--- config.mk ---
export PLATFORM = sky130hd
export DESIGN_NAME = storage_arbiter
export DESIGN_NICKNAME = d
export VERILOG_FILES = /design/src/rtl/storage_arbiter.sv
export SDC_FILE = /design/constraint.sdc
export NUM_CORES = 1
export LEC_CHECK = 0
export ABC_AREA = 1
export CAP_MARGIN = 20
export CORE_MARGIN = 3
export CORE_UTILIZATION = 45
export CTS_CLUSTER_DIAMETER = 80
export DETAILED_ROUTE_END_ITERATION = 8
export PLACE_DENSITY_LB_ADDON = 0.08
export SYNTH_ARGS = -nofsm -noshare
export SYNTH_HDL_FRONTEND = slang
export SYNTH_SLANG_ARGS = --single-unit
--- constraint.sdc ---
create_clock -name clk -period 5.5 [get_ports clk]
set_input_delay 0.55 -clock clk [delete_from_list [all_inputs] [get_ports clk]]
set_output_delay 0.55 -clock clk [all_outputs]
set_load 0.05 [all_outputs]
--- src/rtl/storage_arbiter.sv ---
// Shares the single sample-RAM port between queued playback reads and loader writes.
// Reads return in issue order, tagged with their slot ID, a fixed latency after issue.
module storage_arbiter #(
    parameter int unsigned ADDR_U      = 22,
    parameter int unsigned ID_U        = 5,
    parameter int unsigned FIFO_LOG2   = 3,
    parameter int unsigned RAM_LATENCY = 2
) (
    input  logic                 clk,
    input  logic                 reset,
    input  logic                 req_available,
    input  logic [ADDR_U:0]      address_in,
    input  logic [ID_U:0]        r_id_in,
    output logic [15:0]          data_out,
    output logic [ID_U:0]        r_id_out,
    output logic                 data_ready,
    input  logic                 wr_req,
    input  logic [ADDR_U:0]      wr_addr,
    input  logic [15:0]          wr_data,
    output logic                 wr_ack,
    output logic                 ram_en,
    output logic                 ram_we,
    output logic [ADDR_U:0]      ram_addr,
    output logic [15:0]          ram_din,
    input  logic [15:0]          ram_dout,
    output logic [FIFO_LOG2:0]   fifo_level,
    output logic                 overflow
);
    localparam int unsigned AW    = ADDR_U + 1;
    localparam int unsigned IW    = ID_U + 1;
    localparam int unsigned PW    = FIFO_LOG2;
    localparam int unsigned LW    = FIFO_LOG2 + 1;
    localparam int unsigned DEPTH = 2 ** FIFO_LOG2;

    logic [AW-1:0]        fifo_addr [DEPTH];
    logic [IW-1:0]        fifo_id   [DEPTH];
    logic [PW-1:0]        rd_ptr;
    logic [PW-1:0]        wr_ptr;
    logic                 last_read;
    logic [RAM_LATENCY:0] tag_valid;
    logic [IW-1:0]        tag_id    [RAM_LATENCY+1];

    logic wr_pend_c;
    logic fifo_ne_c;
    logic full_c;
    logic grant_rd_c;
    logic grant_wr_c;
    logic push_c;

    // Arbitration: on a conflict grant whichever type lost the previous conflict.
    always_comb begin
        wr_pend_c  = wr_req & ~wr_ack;
        fifo_ne_c  = (fifo_level != '0);
        full_c     = (fifo_level == LW'(DEPTH));
        grant_rd_c = fifo_ne_c & (~wr_pend_c | ~last_read);
        grant_wr_c = wr_pend_c & (~fifo_ne_c | last_read);
        push_c     = req_available & (~full_c | grant_rd_c);
    end

    // FIFO payload storage; occupancy and pointers carry the reset.
    always_ff @(posedge clk) begin
        if (push_c) begin
            fifo_addr[wr_ptr] <= address_in;
            fifo_id[wr_ptr]   <= r_id_in;
        end
    end

    always_ff @(posedge clk or posedge reset) begin
        if (reset) begin
            rd_ptr     <= '0;
            wr_ptr     <= '0;
            fifo_level <= '0;
            overflow   <= 1'b0;
            last_read  <= 1'b0;
            ram_en     <= 1'b0;
            ram_we     <= 1'b0;
            ram_addr   <= '0;
            ram_din    <= '0;
            wr_ack     <= 1'b0;
            tag_valid  <= '0;
            for (int unsigned i = 0; i <= RAM_LATENCY; i++) begin
                tag_id[i] <= '0;
            end
            data_ready <= 1'b0;
            data_out   <= '0;
            r_id_out   <= '0;
        end else begin
            if (push_c) begin
                wr_ptr <= wr_ptr + PW'(1);
            end
            if (grant_rd_c) begin
                rd_ptr <= rd_ptr + PW'(1);
            end
            fifo_level <= fifo_level + LW'(push_c) - LW'(grant_rd_c);
            if (req_available && !push_c) begin
                overflow <= 1'b1;
            end
            if (wr_pend_c && fifo_ne_c) begin
                last_read <= grant_rd_c;
            end

            ram_en <= grant_rd_c | grant_wr_c;
            ram_we <= grant_wr_c;
            wr_ack <= grant_wr_c;
            if (grant_rd_c) begin
                ram_addr <= fifo_addr[rd_ptr];
            end else if (grant_wr_c) begin
                ram_addr <= wr_addr;
                ram_din  <= wr_data;
            end

            // Tag stage 0 sits alongside the issued address; stage RAM_LATENCY lines up with ram_dout.
            tag_valid <= {tag_valid[RAM_LATENCY-1:0], grant_rd_c};
            tag_id[0] <= fifo_id[rd_ptr];
            for (int unsigned i = 1; i <= RAM_LATENCY; i++) begin
                tag_id[i] <= tag_id[i-1];
            end

            data_ready <= tag_valid[RAM_LATENCY];
            if (tag_valid[RAM_LATENCY]) begin
                data_out <= ram_dout;
                r_id_out <= tag_id[RAM_LATENCY];
            end
        end
    end
endmodule

After elaboration in Yosys (flattened, before gate mapping):

Memories as Yosys holds them, arrays and structs flattened. A register that Yosys moved wholly into a read port is not among the register bits.
Cells that the tools add are included.

* bitwise gates (word level): 14
* $add $sub $neg: 4
* eq/ne operators: 1
* reduce and logical (&&, ||, !) cells: 6
* mux-type cells: 4

Operator list (count)
* 23-bit two-way mux: 2
* 3-bit by 1-bit adder with 3-bit output, second input constant: 2
* 1-bit inverter: 6
* 4-bit by 1-bit adder with 4-bit output: 1
* 1-bit bitwise AND: 4
* 4-bit == test, second input constant: 1
* 1-bit OR: 4
* 4-bit nonzero test: 1
* 4-bit by 1-bit subtractor with 4-bit output: 1
* 1-bit logical AND: 2
* 1-bit two-way mux: 2
* 2-bit AND reduction: 1
* 2-bit nonzero test: 1
* 1-bit logical NOT: 1

* word-level logic and storage cells: 46
* output and inout port bits: 70
* bits of input ports: 88
* register bits: 91
* bits in writable memories: 232
* memories: 2

Memories
* fifo_addr: depth 8, bits a word 23, rd ports 1, clocked after memory_dff 0, write ports 1, line 35 `logic [AW-1:0] fifo_addr [DEPTH];`
* fifo_id: depth 8, bits a word 6, rd ports 1, clocked after memory_dff 1, write ports 1, line 36 `logic [IW-1:0] fifo_id [DEPTH];`

Longest topological paths before layout:

Gate-level depths: netlist (run 1).

* depth after elaboration: 9
* gate-level depth with buffers: 11
* depth with buffers taken out: 11

Least setup slack after synthesis (run 1):

Ideal clock, no wire load.

* kind: reg2reg
* from: reg fifo_level[2]
* to: mem fifo_addr[5][0] (netlist name), enable pin
* cell stages (with the launch flop): 8
* path slack: 1.607 ns
* library setup time: 0.452 ns
* path buffers: 0
* arrival: 3.442 ns
* required time: 5.048 ns
* clock period less this slack: 3.893 ns
* path through: dfrtp_1 -> inv_1 -> ha_1 -> nand2_1 -> nand2_4 -> nand3_2 -> nand2_1 -> nor3_1

* cells in the longest elaborated chain, start to end: 6
* elaborated cells between the ends (all ways): 8
* those cells by class: 1 x eq/ne; 2 x mux; 4 x bitwise; 1 x reduce/logical

Ends and longest elaborated chain
* start, declared: line 26 `output logic [FIFO_LOG2:0] fifo_level,`
* start signal, assigned: line 94 `fifo_level <= fifo_level + LW'(push_c) - LW'(grant_rd_c);`
* 4-bit nonzero test or 4-bit == test (tied branches): line 53, 54
* 1-bit bitwise AND or 1-bit inverter (tied branches): line 55, 57
* 1-bit OR *: line 57 `push_c = req_available & (~full_c | grant_rd_c);`
* 1-bit bitwise AND *: line 57
* 1-bit two-way mux *: line 62 `if (push_c) begin`
* 1-bit two-way mux (implied by the code) *: line 63 `fifo_addr[wr_ptr] <= address_in;`
* end, declared: line 35

Every way passes the cells marked *; elsewhere a longest branch is shown, timed or not.

Final worst setup path (run 1):

* from: in wr_req
* to: reg fifo_level[1]

* cells in the longest elaborated chain, start to end: 8

Ends and longest elaborated chain
* start, declared: line 17 `input logic wr_req,`
* 1-bit bitwise AND *: line 52 `wr_pend_c = wr_req & ~wr_ack;`
* 1-bit inverter *: line 55 `grant_rd_c = fifo_ne_c & (~wr_pend_c | ~last_read);`
* 1-bit OR *: line 55
* 1-bit bitwise AND *: line 55
* 1-bit OR: line 57
* 1-bit bitwise AND: line 57
* 4-bit by 1-bit adder with 4-bit output: line 94
* 4-bit by 1-bit subtractor with 4-bit output *: line 94

Marks and branches as above.
A chain may end at the register's enable or synchronous reset.

==> flow_summary_export.csv, run 1 <==
group,metric,value,unit
run_status,outcome,"finished clean",
timing,max_freq,353,MHz
logic_synthesis,synth_top_area_share,51.1,%
route,wl,30.0,mm
floorplan,row_count,63,
timing,finalHoldViolations,0,
global_route,grt_pass1_vias,8650,
global_route,grt_pass1_wl,47.6,mm
timing,maxSlewHeadroom,32.5,%
logic_synthesis,yosys.area.top_type,"edfxtp_1",
power_and_ir_drop,p_leak,7.28,nW
cells_and_area,drive_above_1_share,7.52,%
cts,clockBufferDepth,3,
logic_synthesis,ys.flop_type,"edfxtp_1",
setup_path,startpoint_type,"primary input",
route,routed_via_density,4.84,
floorplan,start_util,45.8,%
logic_synthesis,synth_cell_type_count,29,
timing,fin_skew,14.7,ps
timing,rsz0062_at_grt,"false",
route,drc,0,
logic_synthesis,yosysWarnings,0,
floorplan,coreArea,0.0297,mm²
timing,final.setup.tns,0,ps
route,vias,8841,
cts,clkTransAtPathRegs,60,ps
route,ant_nets,0,
logic_synthesis,synth.avg_cell_area,10.9,µm²
global_route,antenna_found_initial,0,
floorplan,die_h,180,µm
logic_synthesis,yosys-top-cells-area,"edfxtp_1 51%, dfrtp_1 18%, nand2_1 8.7%",
route,first_pass_iters,5,
global_route,grt_max_degree,87,
cts,cts_root_buffer,"clkbuf_16",
logic_synthesis,syn_inst,1254,
global_route,grtUsageTotal,18.2,%
floorplan,die-area,0.0324,mm²
logic_synthesis,netlist_area,0.0136,mm²
setup_path,cp.required,5950,ps
cts,cts_resized,0,
logic_synthesis,async_reset_ff_share,29.5,%
placement,gp_congestion,0.759,
timing,setup-violations-final,0,
cts,clkLatencyLatePin,510,ps
setup_path,endpoint_kind,"register",
cells_and_area,final_cell_mix,"315 x nand2_1, 232 x edfxtp_1, 221 x inv_1, 166 x nand3_1, 157 x clkdlybuf4s50_1",
cells_and_area,layout_commonest_cell,"nand2_1",
global_route,grt_overflow,0,
logic_synthesis,synth_fp_nets,1350,
setup_path,criticalPathCategory,"primary input to register",
timing,final.period_utilization,51.5,%
placement,dp_hpwl,17.4,mm
timing,maxSlewViolCount,0,
route,drt_iter0_markers,688,
logic_synthesis,synth_edf_count,232,
cts,cts.sinks,329,
cells_and_area,final_core_utilization,56.4,%
run,maxCapViolCount,0,
cells_and_area,area_growth_syn_to_layout,23.1,%
route,routedWlPerCell,16.4,µm
setup_path,crit_arrival,3290,ps
worst_hold_path,hp-class,"register to register",
placement,portBuffers,157,
logic_synthesis,yosysSeqAreaShare,69.0,%
floorplan,ios,158,
cells_and_area,diodes,0,
timing,tightestPinTransition,1010,ps
power_and_ir_drop,p_per_area,572,mW/mm²
power_and_ir_drop,peakVddDrop,0.226,mV
cts,post_cts_buffers,0,
timing,min_period,2830,ps
cts,postCtsHoldBufs,0,
floorplan,die-width,180,µm
cts,htree_levels,2,
cts,cts_buffers,37,
cts,cts_tree,"built",
cells_and_area,nets,1503,
logic_synthesis,ys_ff_latch,329,
setup_path,cp_max_fo,54,
[kinds of logic (layout without fill, tap and decap cells)]
group                    Yosys count  after routing  synth area share, %
adder cells (fa/ha/maj)            8              8                0.790
multiplexers                      22             22                 1.82
AO/OA/AOI/OAI                     63             63                 2.44
flip-flops                       329            329                 69.0
AND/OR/NAND/NOR                  543            543                 17.4
XOR/XNOR                           5              5                0.322
buffers and inverters            284            466                 8.28
[area by class of cell]
| type | instances | area (µm²) |
|---|---|---|
| clock inverter | 19 | 194 |
| inverter | 225 | 851 |
| sequential | 329 | 9400 |
| clock buffer | 49 | 1010 |
| tap | 390 | 488 |
| fill | 2514 | 12900 |
| timing repair buffer | 173 | 1690 |
| multi-input combinational | 641 | 3130 |
[final timing paths]
check / start / end / slack (ps) / cells after the start
max: wr_req / fifo_level[1]$_DFF_PP0_ / 2670 / 12
min: tag_id[8]$_DFF_PP0_ / tag_id[2]$_DFF_PP0_ / 340 / 0
max reg2reg: ram_we$_DFF_PP0_ / fifo_level[1]$_DFF_PP0_ / 2770 / 10
min reg2reg: tag_id[8]$_DFF_PP0_ / tag_id[2]$_DFF_PP0_ / 340 / 0
max in group asynchronous: reset / tag_id[10]$_DFF_PP0_ / 3970 / 3
min in group asynchronous: reset / ram_addr[15]$_DFFE_PP0P_ / 470 / 2
[per-stage QoR]
stage | hold slack (ps) | cell area (µm²) | instances | setup slack (ps) | power [mW]
after detailed placement | 335 | 15600 | 1758 | 2130 | 7.24
after CTS | 335 | 16800 | 1826 | 2640 | 9.68
after global routing | 348 | 16800 | 1826 | 2430 | 10.2
after floorplan | 331 | 13600 | 1254 | 1610 | 6.02
after global placement | 332 | 15600 | 1758 | 2180 | 7.18
final | 343 | 16800 | 1826 | 2670 | 9.58
[flip-flops by register name, indices dropped and copies added, names as in the netlist]
| name | count |
|---|---|
| fifo_addr | 184 |
| fifo_id | 48 |
| ram_addr | 23 |
| tag_id | 18 |
| data_out | 16 |
| ram_din | 16 |
| r_id_out | 6 |
| fifo_level | 4 |
| rd_ptr | 3 |
| tag_valid | 3 |
| wr_ptr | 3 |
| data_ready | 1 |
| last_read | 1 |
| overflow | 1 |
| ram_en | 1 |
| ram_we | 1 |
[power by group]
part           leakage (nW)  switching (mW)  internal, mW
combinational          3.44            2.51          1.16
sequential             3.24           0.271          3.23
clock                 0.592           0.935          1.49
[layer usage]
metal,track usage [%],part of all wire (%)
met3,3.42,5.4
met5,0,0
met4,4.05,1.5
met1,26.5,48
met2,28.9,45
[Yosys cell counts (2+ instances only)]
library cell	instances
o22ai_1	12
nor3_1	4
clkbuf_1	26
mux2_2	22
nand2_4	2
xor2_1	3
edfxtp_1	232
xnor2_1	2
buf_4	5
o21ai_0	26
nand2_1	315
a21oi_1	24
dfrtp_1	97
nand3b_1	23
ha_1	7
nor2_1	30
inv_1	222
nand3_1	166
buf_2	26
[critical path, stage by stage]
cell and delay [ps]:
clkdlybuf4s50_1 460, inv_1 60, nor2_4 480, nand2_2 120, nand2_4 450, nand3_2 230, nand3_1 120, nand2_1 60
ha_1 190, inv_1 80, fa_1 420, inv_1 60
No activity file was read; power rests on OpenSTA's default activity.
==> run 2, diff against run 1 <==
==> constraint.sdc (replaced) <==
create_clock -name clk -period 2.3 [get_ports clk]
set_input_delay 0.23 -clock clk [delete_from_list [all_inputs] [get_ports clk]]
set_output_delay 0.23 -clock clk [all_outputs]
set_load 0.05 [all_outputs]
==> flow_summary_export.csv, run 2 (synthesized netlist as in run 1, its figures left out) <==
group,metric,value,unit
floorplan,row_count,63,
route,ant_nets,0,
cells_and_area,final_core_utilization,57.7,%
run_status,outcome,"finished clean",
cts,cts_tree,"built",
timing,final.period_utilization,85.7,%
timing,tightestPinTransition,756,ps
setup_path,regToRegSetupSlack,350,ps
cts,clkTransAtPathRegs,60,ps
cts,postCtsHoldBufs,0,
setup_path,r2r-end,"ram_din[2]$_DFFE_PP0P_",
cts,clockBufferDepth,3,
placement,portBuffers,157,
timing,maxSlewViolCount,0,
cells_and_area,final_cell_mix,"313 x nand2_1, 232 x edfxtp_1, 219 x inv_1, 166 x nand3_1, 157 x clkdlybuf4s50_1",
route,drt_iter0_markers,679,
cts,cts.sinks,329,
global_route,grt_pass1_wl,48.5,mm
route,first_pass_iters,5,
timing,final.setup.tns,0,ps
cells_and_area,regMostFlops,"fifo_addr",
setup_path,endpoint_kind,"output pin",
placement,pre_cts_slack,125,ps
cells_and_area,nets,1519,
timing,setup-violations-final,0,
run,maxCapViolCount,0,
global_route,grt_max_degree,118,
global_route,grtUsageTotal,18.7,%
timing,min_period,1970,ps
cts,clkLatencyLatePin,510,ps
timing,maxSlewHeadroom,49.5,%
placement,place_area,0.0159,mm²
floorplan,start_util,45.8,%
timing,fin_skew,14.6,ps
setup_path,cpPeakStageDelay,820,ps
cells_and_area,fin_area,0.0172,mm²
route,routed_via_density,4.82,
route,drc,0,
placement,dp_hpwl,18.4,mm
setup_path,critical_path_buf_inv_count,1,
route,vias,8887,
floorplan,die_h,180,µm
cts,cts_buffers,37,
cells_and_area,layout_commonest_cell,"nand2_1",
setup_path,cp_cell_sequence,"clkdlybuf4s50_1",
power_and_ir_drop,p_per_area,1360,mW/mm²
setup_path,critical_path.top_delay_family,"buffers and inverters",
cells_and_area,reg.largest.list,"fifo_addr x184, fifo_id x48, ram_addr x23",
setup_path,r2r_start,"fifo_level[1]$_DFF_PP0_",
cts,cts_root_buffer,"clkbuf_16",
setup_path,crit_arrival,1740,ps
cells_and_area,drive_above_1_share,9.57,%
setup_path,cp_max_fo,5,
timing,setup_slack,330,ps
floorplan,die-width,180,µm
global_route,grt_overflow,0,
timing,finalHoldViolations,0,
cells_and_area,largest_reg_flops,184,
global_route,grt_pass1_vias,8782,
route,routedWlPerCell,16.5,µm
power_and_ir_drop,peakVddDrop,0.713,mV
setup_path,cp.required,2070,ps
power_and_ir_drop,p_leak,7.44,nW
worst_hold_path,hp-class,"primary input to asynchronous set/reset pin",
timing,rsz0062_at_grt,"false",
setup_path,criticalPathCategory,"register to output pin",
floorplan,coreArea,0.0297,mm²
placement,gp_congestion,0.775,
setup_path,startpoint_type,"register",
global_route,antenna_found_initial,1,
floorplan,ios,158,
floorplan,die-area,0.0324,mm²
setup_path,slowest_stage,"clkdlybuf4s50_1",
cells_and_area,diodes,0,
cts,htree_levels,2,
cts,post_cts_buffers,0,
power_and_ir_drop,power.total,23.3,mW
setup_path,r2r_cells,8,
cts,cts_resized,0,
cells_and_area,area_growth_syn_to_layout,25.9,%
route,wl,30.4,mm
timing,max_freq,508,MHz
==> run 2: cell count changes in the layout (fill, tap and decap cells not counted), moves of 3 or more <==
cell,before,now
buf_12,0,14
clkbuf_8,0,5
clkinv_1,7,4
dfrtp_1,95,90
dfrtp_2,1,6
nor3_2,4,0
nor3_4,0,4
==> run 2: per-stage QoR <==
step / hold WS, ps / instances
floorplan: 329 / 1254
global route: 99.3 / 1842
finish: 76.1 / 1842
global placement: 331 / 1774
detailed placement: 335 / 1774
CTS: 66.5 / 1842
==> run 2: area by class of cell <==
| class | count | area (µm²) |
|---|---|---|
| Clock inverter | 16 | 135 |
| Multi-Input combinational cell | 641 | 3210 |
| Fill cell | 2498 | 12600 |
| Timing Repair Buffer | 189 | 1990 |
| Sequential cell | 329 | 9410 |
| Clock buffer | 52 | 1070 |
| Inverter | 225 | 852 |
| Tap cell | 390 | 488 |
==> run 2: routing by layer <==
layer	GRT usage [%]	up-vias	routed length, µm
met4	4.58	2	567
met3	3.58	49	1720
met5	0	-	13
met1	27.0	4179	14400
met2	29.7	243	13700
li1	-	4414	-
==> run 2: worst max-delay path by stage <==
stage | to | slack [ps] | cells after the start | from
finish | fifo_level[1] | 330 | 1 | fifo_level[1]$_DFF_PP0_
global route | fifo_level[1]$_DFF_PP0_ | 170 | 10 | fifo_level[1]$_DFF_PP0_
CTS | fifo_level[1] | 300 | 1 | fifo_level[1]$_DFF_PP0_
detailed placement | fifo_level[1]$_DFF_PP0_ | 120 | 12 | wr_req
global placement | fifo_level[1]$_DFF_PP0_ | 150 | 12 | wr_req
floorplan | fifo_addr[0][0]$_DFFE_PP_ | -170 | 7 | fifo_level[2]$_DFF_PP0_
==> run 2: where the power goes <==
part / internal (mW) / switching (mW) / total [mW]
combinational: 3.06 / 6.24 / 9.30
sequential: 7.73 / 0.526 / 8.25
clock: 3.49 / 2.25 / 5.74
